<file path="config.mk">
export PLATFORM = sky130hd
export DESIGN_NAME = uram_access_arbiter
export DESIGN_NICKNAME = d
export VERILOG_FILES = /design/src/rtl/uram_arb_pkg.sv /design/src/rtl/rr_arbiter.sv /design/src/rtl/uram_access_arbiter.sv
export SDC_FILE = /design/constraint.sdc
export NUM_CORES = 1
export LEC_CHECK = 0
export CAP_MARGIN = 20
export CORE_AREA = 4 4 212 214
export DETAILED_ROUTE_END_ITERATION = 12
export DIE_AREA = 0 0 216 218
export GPL_ROUTABILITY_DRIVEN = 0
export PLACE_DENSITY = 0.53
export SETUP_SLACK_MARGIN = 0.4
export SYNTH_ARGS = -nofsm -noshare
export SYNTH_HDL_FRONTEND = slang
export SYNTH_SLANG_ARGS = --single-unit
</file>
<file path="constraint.sdc">
create_clock -name clk -period 3.7 [get_ports clk]
set_input_delay 0.555 -clock clk [delete_from_list [all_inputs] [get_ports clk]]
set_output_delay 0.555 -clock clk [all_outputs]
set_load 0.005 [all_outputs]
</file>
<file path="src/rtl/uram_arb_pkg.sv">
// rtl/uram_arb_pkg.sv - shared types, depth constant and round-robin pick helper for uram_access_arbiter
package uram_arb_pkg;

  localparam int RSP_DEPTH       = 2;
  localparam int RR_MAX          = 8;
  localparam int URAM_DATA_WIDTH = 64;

  typedef struct packed {
    logic [URAM_DATA_WIDTH-1:0] data;
  } rsp_entry_t;

  typedef struct packed {
    logic       found;
    logic [2:0] idx;
  } rr_pick_t;

  // Walks from the highest offset down so the lane closest to ptr is the last (winning) assignment.
  function automatic rr_pick_t rr_pick(input logic [RR_MAX-1:0] valid, input logic [2:0] ptr,
                                       input int n);
    rr_pick_t r;
    int       lane;
    r = '0;
    for (int k = RR_MAX - 1; k >= 0; k--) begin
      if (k < n) begin
        lane = (int'(ptr) + k) % n;
        if (valid[lane[2:0]]) begin
          r.found = 1'b1;
          r.idx   = lane[2:0];
        end
      end
    end
    return r;
  endfunction

endpackage

</file>
<file path="src/rtl/rr_arbiter.sv">
// rtl/rr_arbiter.sv - NUM_REQ round-robin arbiter: combinational grant, pointer advances past the winner
module rr_arbiter
  import uram_arb_pkg::*;
#(
  parameter int NUM_REQ = 4,
  localparam int IDX_W  = $clog2(NUM_REQ)
) (
  input  logic               clk,
  input  logic               rst_n,
  input  logic [NUM_REQ-1:0] req,
  output logic [NUM_REQ-1:0] grant,
  output logic               grant_valid,
  output logic [IDX_W-1:0]   grant_idx
);

  logic [IDX_W-1:0] ptr_q;
  rr_pick_t         pick;

  always_comb begin
    pick        = rr_pick(RR_MAX'(req), 3'(ptr_q), NUM_REQ);
    grant_valid = pick.found;
    grant_idx   = IDX_W'(pick.idx);
    grant       = '0;
    for (int i = 0; i < NUM_REQ; i++) begin
      grant[i] = pick.found && (pick.idx == 3'(i));
    end
  end

  always_ff @(posedge clk or negedge rst_n) begin
    if (!rst_n) begin
      ptr_q <= '0;
    end else if (pick.found) begin
      ptr_q <= IDX_W'((int'(pick.idx) + 1) % NUM_REQ);
    end
  end

endmodule

</file>
<file path="src/rtl/uram_access_arbiter.sv">
// rtl/uram_access_arbiter.sv - shares one SDP URAM between NUM_REQ writers and one credited reader
// Optional: define URAM_WR_FWD_EN to forward same-cycle same-address write data to the read.
module uram_access_arbiter
  import uram_arb_pkg::*;
#(
  parameter int NUM_REQ    = 4,
  parameter int DATA_WIDTH = $bits(rsp_entry_t),
  parameter int ADDR_WIDTH = 12,
  parameter int RSP_DEPTH  = uram_arb_pkg::RSP_DEPTH
) (
  input  logic                          clk,
  input  logic                          rst_n,
  input  logic [NUM_REQ-1:0]            wr_valid,
  output logic [NUM_REQ-1:0]            wr_ready,
  input  logic [NUM_REQ*ADDR_WIDTH-1:0] wr_addr,
  input  logic [NUM_REQ*DATA_WIDTH-1:0] wr_data,
  input  logic                          rd_valid,
  output logic                          rd_ready,
  input  logic [ADDR_WIDTH-1:0]         rd_addr,
  output logic                          rsp_valid,
  input  logic                          rsp_ready,
  output logic [DATA_WIDTH-1:0]         rsp_data,
  output logic                          ram_we,
  output logic [ADDR_WIDTH-1:0]         ram_waddr,
  output logic [DATA_WIDTH-1:0]         ram_data,
  output logic [ADDR_WIDTH-1:0]         ram_raddr,
  input  logic [DATA_WIDTH-1:0]         ram_out,
  output logic                          busy
);

  localparam int IDX_W = $clog2(NUM_REQ);

  logic [NUM_REQ-1:0] grant;
  logic               grant_valid;
  logic [IDX_W-1:0]   grant_idx;

  rr_arbiter #(.NUM_REQ(NUM_REQ)) u_rr (
    .clk         (clk),
    .rst_n       (rst_n),
    .req         (wr_valid & {NUM_REQ{rst_n}}),
    .grant       (grant),
    .grant_valid (grant_valid),
    .grant_idx   (grant_idx)
  );

  assign wr_ready = grant;

  always_comb begin
    ram_we    = grant_valid;
    ram_waddr = '0;
    ram_data  = '0;
    for (int i = 0; i < NUM_REQ; i++) begin
      if (grant_valid && grant_idx == IDX_W'(i)) begin
        ram_waddr = wr_addr[i*ADDR_WIDTH +: ADDR_WIDTH];
        ram_data  = wr_data[i*DATA_WIDTH +: DATA_WIDTH];
      end
    end
  end

  logic                  inflight_q;
  logic [ADDR_WIDTH-1:0] raddr_q;
  logic [DATA_WIDTH-1:0] rsp_buf [RSP_DEPTH];
  logic                  wptr_q;
  logic                  rptr_q;
  logic [1:0]            count_q;
  logic                  pop;
  logic                  push;
  logic                  rd_fire;
  logic [2:0]            committed;
  logic [DATA_WIDTH-1:0] push_data;

  assign rsp_valid = (count_q != 2'd0);
  assign rsp_data  = rsp_buf[rptr_q];
  assign pop       = rsp_valid && rsp_ready;
  assign push      = inflight_q;

  // A pop this cycle frees its slot in time for a read issued now, giving 1 read/cycle when drained.
  assign committed = 3'(count_q) + 3'(inflight_q) - 3'(pop);
  assign rd_ready  = rst_n && (committed < 3'(RSP_DEPTH));
  assign rd_fire   = rd_valid && rd_ready;
  assign ram_raddr = rd_fire ? rd_addr : raddr_q;
  assign busy      = rst_n && ((|wr_valid) || inflight_q || rsp_valid);

`ifdef URAM_WR_FWD_EN
  logic                  fwd_q;
  logic [DATA_WIDTH-1:0] fwd_data_q;

  always_ff @(posedge clk or negedge rst_n) begin
    if (!rst_n) begin
      fwd_q      <= 1'b0;
      fwd_data_q <= '0;
    end else begin
      fwd_q      <= rd_fire && ram_we && (ram_waddr == rd_addr);
      fwd_data_q <= ram_data;
    end
  end

  assign push_data = fwd_q ? fwd_data_q : ram_out;
`else
  assign push_data = ram_out;
`endif

  always_ff @(posedge clk or negedge rst_n) begin
    if (!rst_n) begin
      inflight_q <= 1'b0;
      raddr_q    <= '0;
      wptr_q     <= 1'b0;
      rptr_q     <= 1'b0;
      count_q    <= '0;
    end else begin
      inflight_q <= rd_fire;
      if (rd_fire) raddr_q <= rd_addr;
      if (push) wptr_q <= ~wptr_q;
      if (pop) rptr_q <= ~rptr_q;
      count_q <= count_q + 2'(push) - 2'(pop);
    end
  end

  always_ff @(posedge clk) begin
    if (push) rsp_buf[wptr_q] <= push_data;
  end

  rsp_overflow: assert property (@(posedge clk) disable iff (!rst_n)
    !(push && !pop && count_q == 2'(RSP_DEPTH)));

endmodule
</file>
# Word-level counts from Yosys, hierarchy flattened
# Memory sizes are Yosys's and may differ from the RTL's.
# Index checks and enable logic that the tools add are counted.
dict set report totals {
  output_inout_bits 160
  latch_bits 0
  inputBits 388
  rom_bits 0
  mem_count 1
  mem_bits_rw 128
  elab_cells 76
  ff_bits 19
}
dict set report classes {
  n_div 0
  n_mul 0
  n_bitwise 6
  eq_ne 6
  n_shift 0
  muxes 23
  n_lt_le_gt_ge 5
  reduce_logical 21
  add_sub_neg 8
}
# name words word_bits read_ports rd_clocked_by_memory_dff write_ports line_no
set mem_list {}
lappend mem_list {rsp_buf 2 64 1 0 1 uram_access_arbiter.sv:62} ;# logic [DATA_WIDTH-1:0] rsp_buf [RSP_DEPTH];
# operator n
set ops {}
lappend ops {{64-bit two-way mux} 4}
lappend ops {{12-bit two-way mux} 5}
lappend ops {{4-bit two-way mux} 4}
lappend ops {{1-bit logical AND} 12}
lappend ops {{3-bit by 4-bit < comparator with 1-bit output (second input constant)} 3}
lappend ops {{1-bit binary-select mux with 3-bit select} 3}
lappend ops {{3-bit by 2-bit == test with 1-bit output (second input constant)} 2}
lappend ops {{1-bit two-way mux} 6}
lappend ops {{2-bit OR reduction} 3}
lappend ops {{2-bit by 1-bit adder with 2-bit output (second input constant)} 2}
lappend ops {{2-bit adder (second input constant)} 2}
lappend ops {{4-bit bitwise AND} 1}
lappend ops {{2-bit == test (second input constant)} 2}
lappend ops {{2-bit by 4-bit < comparator with 1-bit output (second input constant)} 1}
lappend ops {{4-bit OR reduction} 1}
lappend ops {{2-bit by 1-bit adder with 3-bit output} 1}
lappend ops {{1-bit bitwise AND (first input constant)} 3}
lappend ops {{3-bit by 1-bit == test with 1-bit output (second input constant)} 1}
lappend ops {{3-bit zero test} 1}
lappend ops {{3-bit by 2-bit < comparator with 1-bit output (second input constant)} 1}
lappend ops {{3-bit by 1-bit subtractor with 3-bit output} 1}
lappend ops {{2-bit by 1-bit adder with 2-bit output} 1}
lappend ops {{1-bit binary-select mux with 2-bit select} 1}
lappend ops {{2-bit by 1-bit == test with 1-bit output (second input constant)} 1}
lappend ops {{5 further kinds} 7}

# Longest topological paths before layout
# Gate-level depths: netlist of run 1.
dict set report logic_depth {
  word_depth 15
  mapped_depth 11
  depth_no_buf 10
}

# By module
# A second synthesis of run 1 with hierarchy kept.
dict set report unflattened {
  cells_unflattened 471
  area_unflattened_um2 8029.0
}
# mod instances area_per_inst_um2 seq_area_each_um2 cells_each
set modules_own_cells {}
lappend modules_own_cells {uram_access_arbiter 1 7718.7 4269.1 429}
lappend modules_own_cells {rr_arbiter 1 310.3 50.0 42}

# Worst setup path after synthesis of run 1
# OpenSTA, ideal clock, no wires.
dict set report synth_timing {
  path_kind {register to register}
  from {reg inflight_q}
  to {mem rsp_buf[0][0] in the netlist's numbering, enable pin}
  setup_time_ps 494
  setup_slack_ps -47
  required_time_ps 3206
  n_path_buf 0
  synth_period_minus_slack_ps 3747
  t_arrival_ps 3254
  path_stages_with_launch 2
  cell_sequence {dfrtp_1 nor2b_1}
}
dict set report synth_via {
  elab_chain_len 2
}
# element line_no
set synth_lines {}
lappend synth_lines {{start, declared} uram_access_arbiter.sv:60} ;# logic inflight_q;
lappend synth_lines {{start signal, assigned} uram_access_arbiter.sv:111} ;# inflight_q <= rd_fire;
lappend synth_lines {{1-bit two-way mux} uram_access_arbiter.sv:120} ;# if (push) rsp_buf[wptr_q] <= push_data;
lappend synth_lines {{1-bit two-way mux (not written as such)} uram_access_arbiter.sv:120}
lappend synth_lines {{end, declared} uram_access_arbiter.sv:62}
# Every way passes these cells.

# Worst setup path after layout of run 1
dict set report layout_timing {
  from {reg u_rr.ptr_q[1]}
  to {out ram_data[18]}
}
dict set report layout_via {
  elab_chain_len 15
  word_cells_on_any_way 33
  cone_classes {add/sub (3); eq/ne (3); mux (16); bitwise (3); reduce/logical (8)}
}
# element line_no
set layout_lines {}
lappend layout_lines {{start, declared} rr_arbiter.sv:16} ;# logic [IDX_W-1:0] ptr_q;
lappend layout_lines {{start signal, assigned} rr_arbiter.sv:33} ;# ptr_q <= IDX_W'((int'(pick.idx) + 1) % NUM_REQ);
lappend layout_lines {{2-bit adder} uram_arb_pkg.sv:25} ;# lane = (int'(ptr) + k) % n;
lappend layout_lines {{2-bit OR reduction (no source line)} -}
lappend layout_lines {{1-bit bitwise AND (no source line)} -}
lappend layout_lines {{1-bit binary-select mux with 3-bit select} uram_arb_pkg.sv:26} ;# if (valid[lane[2:0]]) begin
lappend layout_lines {{1-bit two-way mux (not written as such)} uram_arb_pkg.sv:26}
lappend layout_lines {{4-bit two-way mux (3 in a row)} uram_arb_pkg.sv:26}
lappend layout_lines {{4-bit two-way mux *} uram_arb_pkg.sv:26}
lappend layout_lines {{2-bit zero test} uram_access_arbiter.sv:53} ;# if (grant_valid && grant_idx == IDX_W'(i)) begin
lappend layout_lines {{1-bit logical AND} uram_access_arbiter.sv:53}
lappend layout_lines {{64-bit two-way mux (3 in a row)} uram_access_arbiter.sv:53}
lappend layout_lines {{64-bit two-way mux *} uram_access_arbiter.sv:53}
lappend layout_lines {{end, declared} uram_access_arbiter.sv:25} ;# output logic [DATA_WIDTH-1:0] ram_data,
# Mark *: on every way between the ends. The rest lies on a longest branch, timed or not. The select of a mux whose other input is x is not followed.

==> metrics.txt, run 1 <==
number of CTS-inserted buffers=17; hold violation count in the final report=0; top cell type's share of synthesized area=45.2%; RSZ-0062 raised after global routing=yes; max cap viols=0; EDFF count, synth=roughly 130; cells on worst reg2reg path=12; worst reg2reg endpoint=raddr_q[0]$_DFF_PN0_; Worst path max stage delay=between 0.5 and 0.6 ns; CP max-delay cell=or4_4; TritonRoute pass-1 iters=4; IO Count=548; CP Capture Type=output pin; total track usage=around a fifth; DRT iter0 DRCs=between 500 and 600; pin count of the biggest net entering global routing=56; WP data arrival=3.11 ns; met2 WL=23,500 µm; layout cells sized above 1=a little under two fifths; DIE AREA=between 40,000 and 50,000 µm²; cell area after layout=approximately 18,000 µm²; global-route wire length before repair=about 67,000 µm; Worst Setup Start Kind=flip-flop; Slew Viols, Final=0; Worst-Skew Late Latency=approximately 0.42 ns; Reg-to-Reg Start=count_q[0]$_DFF_PN0_; setup violators final=0; CP Cell Sequence=buf_6, nor2b_4, or4_4, ha_4, buf_12, buf_6, buf_12, buf_8, buf_6, buf_6, and3b_1, o221ai_2, a21oi_1, buf_2; DRC=0; Setup TNS Final=0 ns; post-synthesis cell type count=38; Synth area leaders=edfxtp_1 (45%), mux2_2 (10%), and3b_1 (7.8%); outcome=finished clean; IO Port Bufs=roughly 550; crit-path max FO=4; post-synthesis sequential area ratio=~51%; WL final=between 40,000 and 50,000 µm; Die Span Y=218 µm; total gr overflow=0; VDD IR max=371 µV; Row Count=76; PwrDens=~550 nW/µm²; Bufs on Longest Clock Path=2; number of synthesized register bits=147; initial antenna violation count=21; Leak Pwr=between 0.007 and 0.008 µW; Core Area=around 43,000 µm²; CTS H-tree depth=4; synthesis warning total=0; M1 WL=roughly 20,000 µm; Avg WL per Cell=24.2 µm; Mapped Avg Cell Area=11.5 µm²; post-synth top area cell=edfxtp_1; Clock Skews=0.00903 ns; area grow syn2layout=112%; Post-synth top cells=edfxtp_1 (128), a21oi_1 (77), nand2_1 (77); flop2flop setup slack=between 0.9 and 1 ns; post-synth net total=approximately 1,100; Starting Density=19.8%; Least-Margin Pin Slew=about 0.87 ns; Final min period=around 3.7 ns; Placed Instances=approximately 1,900; worst rel slew slack=a little over two fifths; most frequent cell after synthesis=edfxtp_1; Die Wd=216 µm; via count=about 9,400; HPWL after DPL=between 30,000 and 40,000 µm; Worst EP required=around 3.1 ns; vias per inst=roughly 4.6; WS Path Type=reg -> out; Root Buffer=clkbuf_16; final cell count without fillers=2,036; Final period util=99.2%; Detail Route met3 WL=about 4400 µm; Total Power=around 10000 µW; Top Metal Used=met5; # clock sinks=about 150; Mapped Cells=about 740; vias in the first global route=9,523; Worst path most repeated cell=buf_6; Layout Nets=1,818; Reg clk slew, reported paths=~0.070 ns; ys async rst share=between 10% and 20%; placed cell area=roughly 15,000 µm²; Top FF cell, synth=edfxtp_1; Post-Syn Area=approximately 8500 µm²; Fmax=approximately 270 MHz; worst hold path type=in -> async; Final ANT Viol Nets=0; TritonCTS clock tree=yes
kinds of logic (layout without fill, tap and decap cells):
logic type | count (synthesis) | count (layout) | synth area share [%]
xor gates and xnor gates | 3 | 3 | 0.309
other | 0 | 16 | 0
DFF | 147 | 147 | 50.8
adders and majority gates | 7 | 7 | 1.12
and+or+nand+nor | 181 | 181 | 13.4
muxes | 77 | 77 | 10.2
AOI/OAI and AO/OA | 236 | 236 | 19.7
buffers and inverters | 86 | 784 | 4.46
repair_timing:
| item | CTS | global route |
|---|---|---|
| hold buffers | 0 | 0 |
| setup endpoints to repair | 94 | 92 |
| buffers inserted | 54 | 15 |
| gates cloned | 18 | 6 |
| pin swaps | 163 | 108 |
| gates resized for setup | 573 | 76 |
state kept, by name, indices dropped and copies added, names as in the netlist:
signal      flops
rsp_buf       128
raddr_q        12
count_q         2
u_rr.ptr_q      2
inflight_q      1
rptr_q          1
wptr_q          1
layout make-up:
| class | instances | area [µm²] |
|---|---|---|
| Clock buffer | 17 | 425 |
| Multi-Input combinational cell | 504 | 4590 |
| Sequential cell | 147 | 4320 |
| Timing Repair Buffer | 744 | 7710 |
| Tap cell | 585 | 732 |
| Inverter | 9 | 51.3 |
| Clock inverter | 14 | 150 |
| Fill cell | 4122 | 24900 |
| Antenna cell | 16 | 40.0 |
power by group:
part	switching, µW	internal [µW]	leakage, µW
Sequential	135	2110	0.00138
Combinational	2460	3560	0.00569
Clock	746	946	0.000271
cell usage in the layout (no fill, tap or decap), drive strengths merged, types with 26 or more instances in the layout:
cell type,instances
mux2,77
buf,277
clkbuf,26
and3b,76
a21oi,77
nand2,78
o221ai,76
a21o,76
edfxtp,128
clkdlybuf4s50,449
worst max-delay path, delay by kind of cell (launching register included):
family | cells | cell delay [ns]
AND/OR/NAND/NOR | 3 | 0.81
flip-flops | 1 | 0.41
adder cells (fa/ha/maj) | 1 | 0.20
buffers and inverters | 8 | 1.01
AO/OA/AOI/OAI | 2 | 0.26
stage by stage:
stage                     hold slack [ns]  setup WS, ns  util [%]
after detailed placement            0.486        -0.472      35.9
after floorplan                     0.259         0.511         -
after CTS                           0.278        -0.142      40.7
final                               0.293        0.0305      42.0
after global routing                0.298        -0.126      41.9
after global placement              0.477        -0.453      35.9
worst max path at each step:
stage / start / endpoint / cells after the start
6_report: u_rr.ptr_q[1]$_DFFE_PN0P_ / ram_data[18] / 14
3_5_place_dp: rst_n / ram_data[54] / 10
3_3_place_gp: rst_n / ram_data[9] / 11
5_1_grt: count_q[0]$_DFF_PN0_ / ram_raddr[2] / 13
4_1_cts: count_q[1]$_DFF_PN0_ / ram_raddr[6] / 13
2_1_floorplan: count_q[1]$_DFF_PN0_ / ram_raddr[10] / 11
routing by layer:
layer / vias to the layer above / track usage [%]
met2: 477 / 31.7
met1: 4564 / 24.5
met5: - / 0
met3: 85 / 6.52
li1: 4274 / -
met4: 12 / 5.97
No activity file was read; power rests on OpenSTA's default activity.
==> run 2, diff against run 1 <==
GPL_ROUTABILITY_DRIVEN = not set   (was 0)
SETUP_SLACK_MARGIN = 0.05   (was 0.4)
==> run 2 against run 1 <==
Via count is 6.8% lower. Wire length is 8.8% lower. Global-route usage is 1.5 points lower. Clock power is 4% higher. Fmax is 0.62% higher. Combinational power is 20% lower. Register-to-register slack hardly changed. Sequential share of layout area is 2.3 points higher. Clock skew is 0.00070 ns lower. Worst setup slack better by 0.023 ns. Largest cell class unchanged. Largest power group unchanged.
==> metrics.txt, run 2 (same netlist as run 1, synthesis figures left out) <==
total track usage=18.0%; initial antenna violation count=11; commonest non-fill, non-tap cells in the layout=clkdlybuf4s50_1 (453), edfxtp_1 (128), buf_4 (87); Final min period=between 3 and 4 ns; setup violators final=0; Layout Nets=between 1,500 and 2,000; switching part of the total=roughly 33%; Setup TNS Final=0 ns; worst rel slew slack=a little under two fifths; CTS H-tree depth=4; Final period util=between 90% and 100%; Leak Pwr=roughly 0.0068 µW; Largest regs=rsp_buf: 128 flops, raddr_q: 12 flops; WS Path Type=reg -> out; clock power share=around 20%; PwrDens=538 nW/µm²; Reg power frac=roughly a quarter; NetSw=approximately 2900 µW; cells on worst reg2reg path=13; CP Capture Type=output pin; via count=about 8,800; Slew Viols, Final=0; IO Count=around 550; HPWL after DPL=35,400 µm; Avg WL per Cell=between 20 and 25 µm; Worst-Skew Late Latency=0.42 ns; vias per inst=~4.5; placed cell area=15,300 µm²; DRT iter0 DRCs=around 500; fillcell total=4,299; max cap viols=0; global-route wire length before repair=62,800 µm; number of CTS-inserted buffers=17; Row Count=between 70 and 80; Worst Setup Start Kind=flip-flop; layout cells sized above 1=22.6%; RSZ-0062 raised after global routing=yes; Pint=~6000 µW; Clock Skews=0.00833 ns; WL final=45,000 µm; worst hold path type=in -> async; Largest register FFs=roughly 130; crit-path max FO=6; vias in the first global route=a little over 9,000; Top reg by flops=rsp_buf; TritonCTS clock tree=yes; total gr overflow=0; Starting Density=between 10% and 20%; commonest non-fill, non-tap cell in the layout=clkdlybuf4s50_1; WP data arrival=approximately 3.1 ns; DRC=0; Fmax=274 MHz; Bufs on Longest Clock Path=2; Least-Margin Pin Slew=0.932 ns; DIE AREA=between 40,000 and 50,000 µm²; Core Area=42,900 µm²; area grow syn2layout=93.2%; Final ANT Viol Nets=0; Logic pwr share=a little over half; global placement routability congestion=0.950; multi-input logic area=between 4000 and 5000 µm²; CTS hold repair buffers=0; outcome=finished clean; Root Buffer=clkbuf_16; Worst EP required=approximately 3.1 ns; Die Wd=216 µm; TritonRoute pass-1 iters=4; cell area after layout=16,400 µm²; pin count of the biggest net entering global routing=65; FF/Latch Area=between 4000 and 5000 µm²; IO Port Bufs=about 550; Reg clk slew, reported paths=0.06 ns; # clock sinks=147; Die Span Y=218 µm; hold violation count in the final report=0; VDD IR max=~340 µV
## run 2: final timing paths
path,slack [ns],start,end
max in group asynchronous,3.19,rst_n,rptr_q$_DFFE_PN0P_
min in group clk,0.50,raddr_q[11]$_DFF_PN0_,raddr_q[11]$_DFF_PN0_
setup reg to reg,0.91,count_q[0]$_DFF_PN0_,raddr_q[1]$_DFF_PN0_
hold / removal,0.23,rst_n,raddr_q[11]$_DFF_PN0_
setup / recovery,0.05,count_q[0]$_DFF_PN0_,ram_raddr[1]
hold reg to reg,0.50,raddr_q[11]$_DFF_PN0_,raddr_q[11]$_DFF_PN0_
## run 2: layout make-up
cell class	count	share of cell area (%)
Clock buffer	17	2.59
Clock inverter	15	1.07
Timing Repair Buffer	664	40.0
Sequential cell	147	26.3
Inverter	9	0.206
Tap cell	585	4.46
Antenna cell	6	0.0914
Multi-Input combinational cell	504	25.3
## run 2: power groups by stage
stage	Sequential [µW]	Clock (µW)	Combinational [µW]
floorplan	2210	0	2000
CTS	2250	1810	4730
global route	2280	1890	5190
detailed placement	2280	0	4550
global placement	2270	0	4560
finish	2250	1750	4830
## run 2: routing by layer
layer	vias to the layer above	track usage, %	part of all wire [%]
li1	4077	-	-
met1	4294	23.1	42
met2	360	30.3	49
met3	36	4.85	6.9
met4	4	3.95	1.5
met5	-	0	0.040
## run 2: repair_timing
action / 4_1_cts / 5_1_grt
gates resized for setup: 185 / 49
cloned: 2 / 0
setup buffers: 14 / 4
setup endpoints to repair: 92 / 52
pin swaps: 20 / 21
## run 2: through the flow
stage          power (µW)  cells  utilization, %  hold slack (ns)  setup WS, ns
2_1_floorplan        4200    737               -            0.259         0.511
3_3_place_gp         6830   1890            35.8            0.478        -0.599
3_5_place_dp         6830   1890            35.8            0.483        -0.601
4_1_cts              8790   1937            37.8            0.228      -0.00271
5_1_grt              9350   1942            38.3            0.239       -0.0612
6_report             8840   1947            38.3            0.235        0.0531
## run 2: critical path: stages, from the launching register on
cell and delay (ns):
dfrtp_1 0.38, or2_4 0.25, and2_4 0.15, ha_4 0.21, inv_2 0.06, ha_4 0.11, inv_2 0.03, fa_2 0.54
nand4_1 0.11, buf_6 0.16, buf_12 0.14, buf_6 0.11, mux2_4 0.30, buf_6 0.12
==> run 3, diff against run 2 <==
CORE_AREA = 4 4 213 215   (was 4 4 212 214)
DIE_AREA = 0 0 217 219   (was 0 0 216 218)
PLACE_DENSITY = 0.51   (was 0.53)
clock period = 4.3 ns   (was 3.7 ns; I/O delays follow)
==> run 3 against run 2 <==
Design area shrank 3.8%. Flip-flop and latch count is the same. Clock-buffer cell count is the same. Critical endpoint is now ram_waddr[9]. Clock skew shrank 0.0021 ns. Wire length shrank 7.7%. Critical path depth shrank 4. Total power shrank 18%.
==> metrics.txt, run 3 (same netlist as run 1, synthesis figures left out) <==
total track usage=approximately 16%; Reg power frac=a little over a quarter; Largest register FFs=approximately 130; HPWL after DPL=about 33,000 µm; Slew Viols, Final=0; Placed Instances=between 1,500 and 2,000; Fmax=239 MHz; total gr overflow=0; DRC=0; worst rel slew slack=between 30% and 40%; placed cell area=about 15,000 µm²; CP max-delay cell=clkdlybuf4s50_1; Worst Setup Start Kind=input port; switching part of the total=32.3%; crit-path max FO=24; Setup TNS Final=0 ns; commonest non-fill, non-tap cells in the layout=clkdlybuf4s50_1 (527), edfxtp_1 (128), nand2_1 (77); final cell count without fillers=1,906; layout cells sized above 1=between 10% and 20%; Final ANT Viol Nets=0; Clock Skews=between 0.006 and 0.007 ns; Final Core Density=between 30% and 40%; setup violators final=0; hold violation count in the final report=0; Avg WL per Cell=21.8 µm; Layout Nets=approximately 1,700; DIE AREA=47,500 µm²; IO Count=approximately 550; number of CTS-inserted buffers=17; worst hold path type=in -> async; Die Wd=217 µm; DRT iter0 DRCs=~520; TritonRoute pass-1 iters=4; WS Path Type=in -> out; vias per inst=4.52; VDD IR max=about 280 µV; Worst-Skew Late Latency=0.42 ns; pin count of the biggest net entering global routing=65; area grow syn2layout=85.8%; WL final=approximately 42,000 µm; Least-Margin Pin Slew=around 0.93 ns; CP Capture Type=output pin; Worst path most repeated cell=clkdlybuf4s50_1; Top reg by flops=rsp_buf; CTS H-tree depth=4; Worst path max stage delay=~0.58 ns; outcome=finished clean; clock power share=between 20% and 30%; Worst EP required=about 3.7 ns; via count=between 8,000 and 9,000; fillcell total=approximately 4,400; Bufs on Longest Clock Path=2; RSZ-0062 raised after global routing=no; NetSw=between 2000 and 2500 µW; IO Port Bufs=about 550; commonest non-fill, non-tap cell in the layout=clkdlybuf4s50_1; global-route wire length before repair=57,800 µm; cell area after layout=15,800 µm²; Final min period=4.18 ns; global placement routability congestion=between 0.9 and 1; Starting Density=19.4%; Leak Pwr=about 0.0063 µW; Row Count=77; Die Span Y=roughly 220 µm; critical path's top delay family=buffers and inverters; Pint=4900 µW; TritonCTS clock tree=yes; Logic pwr share=a little over half; WP data arrival=3.54 ns; Reg clk slew, reported paths=approximately 0.06 ns; vias in the first global route=between 8,000 and 9,000; # clock sinks=~150; Root Buffer=clkbuf_16; Core Area=43,700 µm²; initial antenna violation count=9; FF/Latch Area=roughly 4300 µm²; Largest regs=rsp_buf: 128 flops, raddr_q: 12 flops; Hold Slack=0.328 ns; multi-input logic area=between 3000 and 4000 µm²; CP Cell Sequence=clkdlybuf4s50_1, o21ai_1, or4_4, ha_4, buf_4, and3b_1, o221ai_1, a21oi_1, clkdlybuf4s50_1; CP bufs+invs=3; Final period util=between 90% and 100%; max cap viols=0; PwrDens=between 400 and 500 nW/µm²
-- run 3: path summary, 6_finish.rpt --
path	endpoint	start	cells past startpoint	slack, ns
setup / recovery	ram_waddr[9]	wr_valid[2]	9	0.12
hold / removal	raddr_q[6]$_DFF_PN0_	rst_n	2	0.33
setup reg to reg	raddr_q[1]$_DFF_PN0_	count_q[1]$_DFF_PN0_	12	1.52
hold reg to reg	raddr_q[3]$_DFF_PN0_	raddr_q[3]$_DFF_PN0_	1	0.50
max in group asynchronous	rptr_q$_DFFE_PN0P_	rst_n	2	3.69
min in group clk	raddr_q[3]$_DFF_PN0_	raddr_q[3]$_DFF_PN0_	1	0.50
-- run 3: timing repair --
action	in CTS	in global routing
endpoints found under the setup margin	21	77
pin swaps	2	8
buffers inserted	11	4
cloned	0	0
gates resized for setup	8	30
hold buffers	0	0
-- run 3: layer usage --
| layer | vias up | wire length, µm | global-route usage [%] |
|---|---|---|---|
| met5 | - | 48 | 0 |
| met4 | 8 | 950 | 5.15 |
| met3 | 54 | 3200 | 4.98 |
| met2 | 376 | 20400 | 27.3 |
| met1 | 4187 | 16900 | 19.9 |
| li1 | 3982 | - | - |
-- run 3: layout make-up --
class	count	area share [%]
Timing Repair Buffer	616	39.2
Sequential cell	147	27.4
Multi-Input combinational cell	504	24.7
Tap cell	592	4.69
Clock buffer	17	2.69
Clock inverter	15	1.05
Inverter	9	0.214
Antenna cell	6	0.0951
-- run 3: worst reg2reg max path, cell delays in order, from the launching register on --
cell,delay [ns]
dfrtp_1,0.39
or2_4,0.25
and2_4,0.17
ha_1,0.26
inv_1,0.05
ha_1,0.13
inv_1,0.05
fa_2,0.35
xnor2_1,0.21
nand4_1,0.19
buf_6,0.20
buf_4,0.13
mux2_2,0.29
-- run 3: power by group through the flow --
stage          sequential [µW]  combinational, µW  clock (µW)
3_3_place_gp              1960               3730           0
4_1_cts                   1940               3860        1520
6_report                  1940               3830        1470
5_1_grt                   1960               4110        1590
3_5_place_dp              1970               3720           0
2_1_floorplan             1900               1720           0
-- run 3: metrics by stage --
stage               setup WS, ns  power [µW]
floorplan                  0.553        3620
global placement          -0.160        5690
detailed placement        -0.176        5690
CTS                       0.0126        7320
global route              0.0535        7660
finish                     0.117        7240
